--- src/rtl/alu_pkg.sv ---
// Shared definitions for the alu and its execute-stage controller: widths,
// opcode encodings and the controller state encoding.
package alu_pkg;

    localparam int ALU_W    = 16;
    localparam int ALU_OP_W = 5;

    localparam logic [ALU_OP_W-1:0] ALU_OP_ADD = 5'b00000;
    localparam logic [ALU_OP_W-1:0] ALU_OP_SUB = 5'b00001;
    localparam logic [ALU_OP_W-1:0] ALU_OP_AND = 5'b01000;
    localparam logic [ALU_OP_W-1:0] ALU_OP_OR  = 5'b01010;
    localparam logic [ALU_OP_W-1:0] ALU_OP_XOR = 5'b01100;

    typedef enum logic [1:0] {
        EXEC_IDLE = 2'd0,
        EXEC_EXEC = 2'd1,
        EXEC_DONE = 2'd2
    } exec_state_e;

endpackage

--- src/rtl/alu_exec_ctrl.sv ---
// Execute-stage controller: registers one op onto the alu inputs, captures the alu
// result/flags a cycle later and hands them downstream. Option macro: ALU_ACC_FWD_EN.
module alu_exec_ctrl
    import alu_pkg::*;
#(
    parameter int W    = ALU_W,
    parameter int OP_W = ALU_OP_W
) (
    input  logic            clk,
    input  logic            rst,
    input  logic            in_valid,
    output logic            in_ready,
    input  logic [OP_W-1:0] in_op,
    input  logic [W-1:0]    in_a,
    input  logic [W-1:0]    in_b,
`ifdef ALU_ACC_FWD_EN
    input  logic            in_use_acc,
`endif
    output logic [OP_W-1:0] alu_op,
    output logic [W-1:0]    alu_a,
    output logic [W-1:0]    alu_b,
    input  logic [W-1:0]    alu_result,
    input  logic [3:0]      alu_flags,
    output logic            out_valid,
    input  logic            out_ready,
    output logic [W-1:0]    out_result,
    output logic [3:0]      out_flags
);

    exec_state_e     state_q, state_d;
    logic [OP_W-1:0] alu_op_q;
    logic [W-1:0]    alu_a_q;
    logic [W-1:0]    alu_b_q;
    logic [W-1:0]    out_result_q;
    logic [3:0]      out_flags_q;
    logic            accept;
    logic [W-1:0]    a_src;

`ifdef ALU_ACC_FWD_EN
    // The accumulator is captured on the same edge and reset as out_result, so share it.
    logic [W-1:0] acc;
    assign acc   = out_result_q;
    assign a_src = in_use_acc ? acc : in_a;
`else
    assign a_src = in_a;
`endif

    assign in_ready = (state_q == EXEC_IDLE) || ((state_q == EXEC_DONE) && out_ready);
    assign accept   = in_valid && in_ready;

    always_comb begin
        state_d = state_q;
        case (state_q)
            EXEC_IDLE: if (accept) state_d = EXEC_EXEC;
            EXEC_EXEC: state_d = EXEC_DONE;
            EXEC_DONE: begin
                // Retiring with a new op waiting goes straight back to EXEC, no bubble.
                if (out_ready) state_d = in_valid ? EXEC_EXEC : EXEC_IDLE;
            end
            default:   state_d = EXEC_IDLE;
        endcase
    end

    always_ff @(posedge clk) begin
        if (rst) begin
            state_q      <= EXEC_IDLE;
            alu_op_q     <= '0;
            alu_a_q      <= '0;
            alu_b_q      <= '0;
            out_result_q <= '0;
            out_flags_q  <= '0;
        end else begin
            state_q <= state_d;
            if (accept) begin
                alu_op_q <= in_op;
                alu_a_q  <= a_src;
                alu_b_q  <= in_b;
            end
            if (state_q == EXEC_EXEC) begin
                out_result_q <= alu_result;
                out_flags_q  <= alu_flags;
            end
        end
    end

    assign alu_op     = alu_op_q;
    assign alu_a      = alu_a_q;
    assign alu_b      = alu_b_q;
    assign out_valid  = (state_q == EXEC_DONE);
    assign out_result = out_result_q;
    assign out_flags  = out_flags_q;

endmodule

--- config.mk ---
export PLATFORM = sky130hd
export DESIGN_NAME = alu_exec_ctrl
export DESIGN_NICKNAME = d
export VERILOG_FILES = /design/src/rtl/alu_pkg.sv /design/src/rtl/alu_exec_ctrl.sv
export SDC_FILE = /design/constraint.sdc
export NUM_CORES = 1
export LEC_CHECK = 0
export ABC_AREA = 1
export CORE_MARGIN = 4
export CORE_UTILIZATION = 36
export DETAILED_ROUTE_END_ITERATION = 10
export PLACE_DENSITY = 0.86
export SLEW_MARGIN = 30
export SYNTH_ARGS = -nofsm -noshare
export SYNTH_HDL_FRONTEND = slang
export SYNTH_SLANG_ARGS = --single-unit
export TNS_END_PERCENT = 20
--- constraint.sdc ---
create_clock -name clk -period 1 [get_ports clk]
set_input_delay 0.2 -clock clk [delete_from_list [all_inputs] [get_ports clk]]
set_output_delay 0.2 -clock clk [all_outputs]
set_load 0.02 [all_outputs]
Word-level counts from Yosys, hierarchy flattened
Cells that the tools add are included.
{ "word_totals": {"word_cells": 19, "inputBits": 61, "reg_bits": 59, "out_inout_bits": 59} }
{ "op_classes": {"n_mux": 4, "eq_ne": 4, "reduce_logical": 5} }
{ "op_table": {"columns": ["operator", "n"], "rows": [
  ["2-bit one-hot mux with 3 select lines", 1],
  ["2-bit 2-to-1 mux", 2],
  ["2-bit by 1-bit == test with 1-bit output, second input constant", 1],
  ["2-bit == test, second input constant", 1],
  ["1-bit logical AND", 2],
  ["2-bit logical NOT", 1],
  ["2-bit by 1-bit != test with 1-bit output, second input constant", 1],
  ["2-bit != test, second input constant", 1],
  ["2-bit AND reduction", 1],
  ["1-bit logical OR", 1],
  ["1-bit 2-to-1 mux", 1]
]} }

Longest topological paths before layout
Gate-level depths: netlist of the first run.
{ "depth": {"word_depth": 6, "ltp_mapped": 7} }

Worst setup path after synthesis of the first run
No wires, ideal clock.
{ "synth_path": {"kind": "register to register", "startpoint": "register state_q[1]", "endpoint": "register alu_a_q[1] (netlist: alu_a[1])", "n_path_buf": 2, "setup_ns": 0.115, "required_ns": 0.885, "slack_ns": -0.007, "t_arrival_ns": 0.892, "path_stages_with_launch": 6, "path_cell_list": "dfxtp_1 -> nand2_1 -> buf_4 -> buf_4 -> a21oi_1 -> nor2_1"} }
{ "synth_via": {"elab_chain_cells": 4} }
{ "synth_rtl": {"columns": ["element", "line_no", "text"], "rows": [
  ["start, declared", "alu_exec_ctrl.sv:30", "exec_state_e state_q, state_d;"],
  ["start signal, assigned", "alu_exec_ctrl.sv:73", "state_q <= state_d;"],
  ["2-bit == test", "alu_exec_ctrl.sv:48", "assign in_ready = (state_q == EXEC_IDLE) || ((state_q == EXEC_DONE) && out_ready);"],
  ["1-bit logical AND", "alu_exec_ctrl.sv:48", null],
  ["1-bit logical OR (*)", "alu_exec_ctrl.sv:48", null],
  ["1-bit logical AND (*)", "alu_exec_ctrl.sv:49", "assign accept = in_valid && in_ready;"],
  ["end signal, assigned", "alu_exec_ctrl.sv:76", "alu_a_q <= a_src;"],
  ["end, declared", "alu_exec_ctrl.sv:32", "logic [W-1:0] alu_a_q;"]
]} }
Every way passes the cells marked *; elsewhere a longest branch is shown, timed or not.
A chain may end at the register's enable or synchronous reset.

Worst setup path in the final report of the first run
{ "layout_path": {"startpoint": "register state_q[0]", "endpoint": "register alu_a_q[13] (netlist: alu_a[13])"} }
Same word-level chain as after synthesis.

==> results.sh, run 1 <==
export IMPL_status="finished, violations left"
export IMPL_failed_checks="negative setup slack"
export IMPL_hold_class="input port to register"
export IMPL_hp_start="rst"
export IMPL_stdcell_count=555
export IMPL_ys_ff_latch=59
export IMPL_fin_crit_ns=1.23
export IMPL_critPathKind="register to register"
export IMPL_drt_total_wl_um=7670
export IMPL_crit_path_max_incr_delay_ns=0.36
export IMPL_hold_viol=0
export IMPL_drt_iter0_drc=103
export IMPL_setup_viol=61
export IMPL_ys_seq_area_frac=0.480
export IMPL_combPwrFrac=0.269
export IMPL_r2r_setup_slack_ns=-0.23
export IMPL_hpwl_um=4810
export IMPL_cp_max_fo=6
export IMPL_drv_slew=0
export IMPL_yosysWarnings=0
export IMPL_clock_skew_ns=0.00916
export IMPL_arrival_ns=1.44
export IMPL_synth_fp_nets=405
export IMPL_crit_reg2reg_launch="state_q[0]$_SDFFE_PP0P_"
export IMPL_cts_sinks=59
export IMPL_synth_cells=344
export IMPL_p_per_area_nw_per_um2=1420
export IMPL_chipHeight_um=90.7
export IMPL_cts_clk_slew_worst_paths_ns=0.06
export IMPL_grt_start_max_net_pins=30
export IMPL_syn_area_per_cell_sq_um=7.15
export IMPL_drive_above_1_share=0.391
export IMPL_layout_commonest_cell="nor2_1"
export IMPL_place_gp_congestion=0.783
export IMPL_critPathLaunchType="register"
export IMPL_yosys_area_top_type_share=0.480
export IMPL_yosys_area_top_type="dfxtp_1"
export IMPL_gr_total_overflow=0
export IMPL_fmax_mhz=813
export IMPL_r2r_end="alu_a[13]$_SDFFE_PP0P_"
export IMPL_fin_nets=534
export IMPL_route_vias_total=2606
export IMPL_pwr_share_clk=0.302
export IMPL_internal_power_w=0.00453
export IMPL_crit_required_ns=1.21
export IMPL_antenna_left=0
export IMPL_tns_ns=-9.22
export IMPL_io_buffer_count=119
export IMPL_cpLargestDelayFamily="buffers and inverters"
export IMPL_root_buffer="clkbuf_8"
export IMPL_die_w_um=90.7
export IMPL_final_cell_mix="77 x nor2_1, 60 x clkdlybuf4s50_1, 57 x buf_6"
export IMPL_ys_top_cells_by_area="dfxtp_1 48%, nor2_1 12%, a21oi_1 7.9%"
export IMPL_rows=29
export IMPL_design_core_area_sq_um=6490
export IMPL_rsz0062_at_grt="true"
export IMPL_holdPathStages=2
export IMPL_avgRoutedWirePerCell_um=13.8
export IMPL_syn_area_sq_um=2460
export IMPL_path_cells="buf_6 -> nor2_4 -> buf_12 -> clkbuf_16 -> nand3_1 -> nand2_1 -> nor2_1"
export IMPL_p_switching_w=0.00180
export IMPL_placed_cells=530
export IMPL_worst_slew_pin_slew_ns=0.165
export IMPL_antenna_found_initial=0
export IMPL_htree_num_levels=3
export IMPL_maxCapViolations=0
export IMPL_grt_pass1_wl_um=11800
export IMPL_drc=0
export IMPL_start_util=0.379
export IMPL_slew_headroom=0.889
export IMPL_area_growth_synth_to_final_pct=80.8
export IMPL_slowest_stage="dfxtp_4"
export IMPL_cts_buffer_depth=2
export IMPL_die_area_sq_um=8220
export IMPL_numCtsBuffers=9
export IMPL_grt_pass1_vias=2471
export IMPL_rr_worst_depth=7
export IMPL_peakVddDrop_mv=1.04
export IMPL_setup_slack_ns=-0.230
export IMPL_endpoint_kind="register"
export IMPL_ioPinCount=120
export IMPL_pwr_share_seq=0.430
export IMPL_fin_crit_sh=1.23
export IMPL_p_leak_nw=2.08
export IMPL_grt_use_total=0.174
export IMPL_swShare=0.285
export IMPL_worst_path_buf_inv=3
export IMPL_hold_end="state_q[0]$_SDFFE_PP0P_"
export IMPL_clock_latency_ns=0.32
export IMPL_firstDrtPassIters=4
export IMPL_antenna_cells=0
export IMPL_cts_tree="yes"
export IMPL_avgViaCountPerCell=4.70
export IMPL_synth_cell_type_count=14
power by group through the flow:
stage / combinational (W) / clock (W) / sequential, W
2_1_floorplan: 0.000501 / 0 / 0.00291
3_3_place_gp: 0.00144 / 0 / 0.00269
3_5_place_dp: 0.00147 / 0 / 0.00270
4_1_cts: 0.00160 / 0.00194 / 0.00272
5_1_grt: 0.00183 / 0.00205 / 0.00274
6_report: 0.00170 / 0.00191 / 0.00272
routing by layer:
metal	global-route usage	wire, um
met2	0.313	3940
met4	0.0497	76
met3	0.0475	460
met1	0.200	3200
met5	0	0
worst max-delay path by stage:
stage | startpoint | end | slack [ns] | depth (start not counted)
2_1_floorplan | state_q[0]$_SDFFE_PP0P_ | alu_b[10]$_SDFFE_PP0P_ | 0.005 | 6
3_3_place_gp | out_ready | in_ready | -0.63 | 4
3_5_place_dp | out_ready | in_ready | -0.65 | 4
4_1_cts | out_ready | in_ready | -0.19 | 4
5_1_grt | state_q[0]$_SDFFE_PP0P_ | alu_b[13]$_SDFFE_PP0P_ | -0.27 | 7
6_report | state_q[0]$_SDFFE_PP0P_ | alu_a[13]$_SDFFE_PP0P_ | -0.23 | 7
synth_stat cells, drive strengths merged:
library cell  number
inv               42
a21oi             39
dfxtp             59
nand3             37
o21ai             20
buf               21
nand2             41
nor2              80
clkbuf             5
kinds of logic after synthesis:
logic type             synth area share
AO/OA/AOI/OAI                     0.120
buffers and inverters             0.139
flip-flops                        0.480
AND/OR/NAND/NOR                   0.261
worst reg2reg max path: cells and delay by family, from the launching register on:
family / cells / cell delay (ns)
buffers and inverters: 3 / 0.43
DFF: 1 / 0.36
and+or+nand+nor: 4 / 0.34
cell type report:
cell class / instances / area [sq um]
Sequential cell: 59 / 1250
Tap cell: 77 / 96.3
Timing Repair Buffer: 144 / 1670
Clock inverter: 2 / 10.0
Fill cell: 533 / 2050
Inverter: 42 / 158
Clock buffer: 14 / 163
Multi-Input combinational cell: 217 / 1100
registers in the layout, summed over array words and instances, names as in the netlist:
register,cells
alu_a,16
alu_b,16
alu_op,5
out_flags,4
out_result,16
state_q,2
stage by stage:
step	cell area [sq um]	hold WS (ns)	setup slack (ns)	total power (W)	utilization
floorplan	2460	0.269	0.00491	0.00341	-
global placement	3790	0.460	-0.629	0.00412	0.584
detailed placement	3790	0.471	-0.647	0.00416	0.584
CTS	4220	0.465	-0.189	0.00626	0.649
global route	4450	0.482	-0.273	0.00662	0.685
finish	4450	0.467	-0.230	0.00633	0.685
repair_timing:
action                                  CTS  global route
hold buffers                              0             0
gates cloned                              3             3
buffers inserted                          2             1
endpoints found under the setup margin  117            91
pin swaps                                 1             5
gates resized for setup                 411            41
Power figures use the tool's default switching activity.
==> run 2: changes to the inputs <==
Settings changed: CORE_UTILIZATION 36 to 40, PLACE_DENSITY 0.86 to 0.9.
Clock period 1 ns to 1.59 ns, I/O delays scaled along.
==> run 2 against run 1 <==
The run now ends clean. Clock-buffer cell count shrank 3. Register-to-register slack gained 0.54 ns. Sequential share of layout area grew 2.4 points. Flip-flop and latch count did not move. Worst setup slack better by 0.37 ns. Via count fell by 5.3%. Global-route usage is 0.38 points lower. Power down 40%. Wire length shrank 15%. Core utilization decreased by 3.6 points. Highest routed layer unchanged.
==> results.sh, run 2 (synthesis results as in run 1) <==
export IMPL_status="completed"
export IMPL_stdcell_count=535
export IMPL_maxCapViolations=0
export IMPL_drt_total_wl_um=6490
export IMPL_avgRoutedWirePerCell_um=12.1
export IMPL_cts_hold_buf=0
export IMPL_ioPinCount=120
export IMPL_numCtsBuffers=9
export IMPL_drive_above_1_share=0.0587
export IMPL_io_buffer_count=119
export IMPL_grt_start_max_net_pins=58
export IMPL_fin_nets=516
export IMPL_chipHeight_um=86.4
export IMPL_final_cell_mix="79 x nor2_1, 60 x clkdlybuf4s50_1, 59 x dfxtp_1"
export IMPL_root_buffer="clkbuf_8"
export IMPL_start_util=0.413
export IMPL_layout_commonest_cell="nor2_1"
export IMPL_grt_use_total=0.170
export IMPL_drc=0
export IMPL_combPwrFrac=0.218
export IMPL_cts_tree="yes"
export IMPL_wl_met1_um=2630
export IMPL_r2r_end="out_flags[3]$_SDFFE_PP0N_"
export IMPL_cp_endpoint="in_ready"
export IMPL_internal_power_w=0.00275
export IMPL_fin_crit_sh=0.909
export IMPL_hpwl_um=4610
export IMPL_p_switching_w=0.00104
export IMPL_antenna_found_initial=0
export IMPL_worst_slew_pin_slew_ns=0.597
export IMPL_pwr_share_clk=0.345
export IMPL_antenna_left=0
export IMPL_avgViaCountPerCell=4.61
export IMPL_rows=28
export IMPL_drt_iter0_drc=86
export IMPL_critPathLaunchType="input port"
export IMPL_fin_area_sq_um=3860
export IMPL_r2r_setup_slack_ns=0.31
export IMPL_crit_path_start="out_ready"
export IMPL_p_per_area_nw_per_um2=981
export IMPL_wl_met3_um=507
export IMPL_gr_total_overflow=0
export IMPL_firstDrtPassIters=4
export IMPL_cts_sinks=59
export IMPL_clock_latency_ns=0.32
export IMPL_area_growth_synth_to_final_pct=57.0
export IMPL_htree_num_levels=3
export IMPL_fin_crit_ns=1.45
export IMPL_setup_viol=0
export IMPL_placed_area_sq_um=3680
export IMPL_maxUsedRoutingLayer="met4"
export IMPL_rr_worst_depth=4
export IMPL_p_total_w=0.00379
export IMPL_drv_slew=0
export IMPL_route_vias_total=2469
export IMPL_antenna_cells=0
export IMPL_p_leak_nw=2.14
export IMPL_rsz0062_at_grt="false"
export IMPL_tns_ns=0
export IMPL_placed_cells=519
export IMPL_pwr_share_seq=0.437
export IMPL_hold_class="register to register"
export IMPL_fmax_mhz=692
export IMPL_die_area_sq_um=7470
export IMPL_die_w_um=86.4
export IMPL_grt_pass1_wl_um=10200
export IMPL_place_gp_congestion=0.726
export IMPL_grt_pass1_vias=2297
export IMPL_peakVddDrop_mv=0.693
export IMPL_wl_met2_um=3230
export IMPL_cts_clk_slew_worst_paths_ns=0.06
export IMPL_clock_skew_ns=0.00929
export IMPL_swShare=0.274
export IMPL_cp_max_fo=2
export IMPL_crit_required_ns=1.27
export IMPL_endpoint_kind="output port"
export IMPL_critPathKind="input port to output port"
export IMPL_arrival_ns=1.13
export IMPL_hold_viol=0
export IMPL_crit_reg2reg_launch="state_q[0]$_SDFFE_PP0P_"
export IMPL_cts_buffer_depth=2
export IMPL_slew_headroom=0.601
export IMPL_design_core_area_sq_um=5960
-- run 2: cell types whose count changed in the layout (fill, tap and decap cells not counted), moves of 6 or more --
cell            delta
buf_4             -10
buf_6             -57
dfxtp_1           +57
dfxtp_2           -56
dlygate4sd2_1     +39
dlymetal6s2s_1    +18
nand3_1           +24
nand3_2           -22
o21ai_0            +6
o21ai_1            -6
-- run 2: worst min path at each step --
stage               depth (start not counted)                       start                          to
floorplan                                   1                         rst     state_q[1]$_SDFFE_PP0P_
global placement                            2  out_result[6]$_SDFFE_PP0N_  out_result[6]$_SDFFE_PP0N_
detailed placement                          2      alu_op[2]$_SDFFE_PP0P_      alu_op[2]$_SDFFE_PP0P_
CTS                                         2      alu_op[2]$_SDFFE_PP0P_      alu_op[2]$_SDFFE_PP0P_
global route                                2       alu_b[8]$_SDFFE_PP0P_       alu_b[8]$_SDFFE_PP0P_
finish                                      2      alu_op[2]$_SDFFE_PP0P_      alu_op[2]$_SDFFE_PP0P_
-- run 2: final cells by class --
| type | count | area, sq um |
|---|---|---|
| fillers | 531 | 2090 |
| repair buffers | 126 | 1290 |
| flip-flops and latches | 59 | 1180 |
| multi-input cells | 217 | 945 |
| inverters | 42 | 158 |
| clock buffers | 11 | 141 |
| well taps | 75 | 93.8 |
| clock inverters | 5 | 52.6 |
-- run 2: repair_timing --
item	in CTS	in global routing
gates resized for setup	42	21
cloned	0	0
setup endpoints to repair	41	20
buffers inserted	0	0
-- run 2: routing by layer --
layer  track usage  vias up
met5             0        -
met4        0.0751        0
met3        0.0580       11
met2         0.300       79
met1         0.182     1086
li1              -     1293
-- run 2: power by group through the flow --
stage | combinational (W) | clock, W | sequential [W]
after floorplan | 0.000315 | 0 | 0.00183
after global placement | 0.000875 | 0 | 0.00169
after detailed placement | 0.000895 | 0 | 0.00169
after CTS | 0.000842 | 0.00135 | 0.00166
after global routing | 0.000898 | 0.00143 | 0.00167
final | 0.000825 | 0.00131 | 0.00166
-- run 2: per-stage QoR --
stage | hold slack [ns] | setup slack [ns] | utilization
2_1_floorplan | 0.387 | 0.557 | -
3_3_place_gp | 0.462 | -0.282 | 0.618
3_5_place_dp | 0.471 | -0.294 | 0.618
4_1_cts | 0.483 | 0.000320 | 0.643
5_1_grt | 0.500 | 0.0953 | 0.649
6_report | 0.475 | 0.145 | 0.649
-- run 2: critical path, stage by stage --
cell and delay, ns:
clkdlybuf4s50_1 0.47, inv_2 0.04, a21oi_1 0.11, clkbuf_2 0.18
==> run 3: changes to the inputs <==
Settings changed: SETUP_SLACK_MARGIN from default to 0.4.
==> run 3 against run 2 <==
Global-route usage grew 0.32 points. Wire length grew 1.9%. Maximum frequency is 12% higher. Largest power group unchanged.
==> results.sh, run 3 (synthesis results as in run 1) <==
export IMPL_peakVddDrop_mv=0.678
export IMPL_cp_max_fo=2
export IMPL_hold_class="register to register"
export IMPL_rows=28
export IMPL_ff_latch_area_sq_um=1190
export IMPL_slew_headroom=0.844
export IMPL_slowest_stage="dlygate4sd2_1"
export IMPL_rsz0062_at_grt="true"
export IMPL_grt_busiest_layer="met2"
export IMPL_grt_use_total=0.173
export IMPL_route_vias_total=2524
export IMPL_cpLargestDelayFamily="buffers and inverters"
export IMPL_p_total_w=0.00380
export IMPL_avgViaCountPerCell=4.67
export IMPL_critPathKind="register to output port"
export IMPL_critPathLaunchType="register"
export IMPL_maxCapViolations=0
export IMPL_antenna_left=0
export IMPL_crit_required_ns=1.27
export IMPL_internal_power_w=0.00275
export IMPL_combPwrFrac=0.217
export IMPL_die_w_um=86.4
export IMPL_gr_total_overflow=0
export IMPL_endpoint_kind="output port"
export IMPL_swShare=0.277
export IMPL_grt_use_met2=0.303
export IMPL_avgRoutedWirePerCell_um=12.2
export IMPL_cts_buffer_depth=2
export IMPL_cts_hold_buf=0
export IMPL_ioPinCount=120
export IMPL_p_leak_nw=1.83
export IMPL_cts_sinks=59
export IMPL_p_switching_w=0.00105
export IMPL_tns_ns=0
export IMPL_setup_viol=0
export IMPL_layout_commonest_cell="nor2_1"
export IMPL_antenna_found_initial=0
export IMPL_grt_pass1_vias=2341
export IMPL_crit_path_max_incr_delay_ns=0.34
export IMPL_hold_viol=0
export IMPL_met3_usage=0.0570
export IMPL_use_met1=0.186
export IMPL_clock_latency_ns=0.32
export IMPL_numCtsBuffers=9
export IMPL_io_buffer_count=119
export IMPL_drive_above_1_share=0.144
export IMPL_cts_tree="yes"
export IMPL_path_cells="dlygate4sd2_1"
export IMPL_drc=0
export IMPL_worst_path_buf_inv=1
export IMPL_fin_crit_ns=1.29
export IMPL_drv_slew=0
export IMPL_drt_total_wl_um=6610
export IMPL_pwr_share_clk=0.345
export IMPL_fin_nets=522
export IMPL_final_cell_mix="78 x nor2_1, 59 x clkdlybuf4s50_1, 57 x dfxtp_1"
export IMPL_status="completed"
export IMPL_arrival_ns=0.97
export IMPL_antenna_cells=0
export IMPL_hpwl_um=4610
export IMPL_p_per_area_nw_per_um2=997
export IMPL_pwr_share_seq=0.437
export IMPL_chipHeight_um=86.4
export IMPL_start_util=0.413
export IMPL_htree_num_levels=3
export IMPL_die_area_sq_um=7470
export IMPL_clock_skew_ns=0.00937
export IMPL_num_fill_cells=529
export IMPL_drt_iter0_drc=93
export IMPL_firstDrtPassIters=4
export IMPL_root_buffer="clkbuf_8"
export IMPL_place_gp_congestion=0.726
export IMPL_worst_slew_pin_slew_ns=0.234
export IMPL_cts_clk_slew_worst_paths_ns=0.06
export IMPL_multiInputGateArea_sq_um=956
export IMPL_fin_crit_sh=0.811
export IMPL_grt_start_max_net_pins=58
export IMPL_fmax_mhz=775
export IMPL_grt_pass1_wl_um=10400
export IMPL_design_core_area_sq_um=5960
export IMPL_area_growth_synth_to_final_pct=54.9
## run 3: per-layer routing
layer / wire length, um / vias up / part of all wire
met5: 0 / - / 0
met1: 2630 / 1124 / 0.40
met3: 526 / 15 / 0.080
li1: - / 1305 / -
met2: 3280 / 80 / 0.50
met4: 174 / 0 / 0.026
## run 3: final timing paths
path / endpoint / depth (start not counted) / slack, ns / startpoint
setup / recovery: alu_b[11] / 1 / 0.30 / alu_b[11]$_SDFFE_PP0P_
hold / removal: alu_op[2]$_SDFFE_PP0P_ / 2 / 0.48 / alu_op[2]$_SDFFE_PP0P_
setup reg to reg: out_result[3]$_SDFFE_PP0N_ / 4 / 0.40 / state_q[0]$_SDFFE_PP0P_
hold reg to reg: alu_op[2]$_SDFFE_PP0P_ / 2 / 0.48 / alu_op[2]$_SDFFE_PP0P_
## run 3: power by group through the flow
stage / sequential, W / clock [W] / combinational, W
after floorplan: 0.00183 / 0 / 0.000315
after detailed placement: 0.00169 / 0 / 0.000895
after global placement: 0.00169 / 0 / 0.000875
after global routing: 0.00168 / 0.00143 / 0.000900
after CTS: 0.00166 / 0.00135 / 0.000830
final: 0.00166 / 0.00131 / 0.000826
## run 3: repair_timing
item / CTS / global route
endpoints found under the setup margin: 116 / 104
resized for setup: 170 / 24
setup buffers: 5 / 0
gates cloned: 0 / 1
pin swaps: 1 / 1
## run 3: stage by stage
| step | instance area [sq um] | utilization | hold slack (ns) | setup WS, ns | std cells |
|---|---|---|---|---|---|
| floorplan | 2460 | - | 0.387 | 0.557 | 344 |
| global placement | 3680 | 0.618 | 0.462 | -0.282 | 519 |
| detailed placement | 3680 | 0.618 | 0.471 | -0.294 | 519 |
| CTS | 3820 | 0.641 | 0.483 | 0.283 | 540 |
| global route | 3810 | 0.640 | 0.504 | 0.254 | 541 |
| finish | 3810 | 0.640 | 0.476 | 0.300 | 541 |
## run 3: final cells by class
class                           instances  share of cell area
Timing Repair Buffer                  131               0.318
Sequential cell                        59               0.311
Multi-Input combinational cell        217               0.251
Inverter                               42              0.0430
Clock buffer                           11              0.0371
Tap cell                               75              0.0246
Clock inverter                          5              0.0138
Timing Repair inverter                  1             0.00197
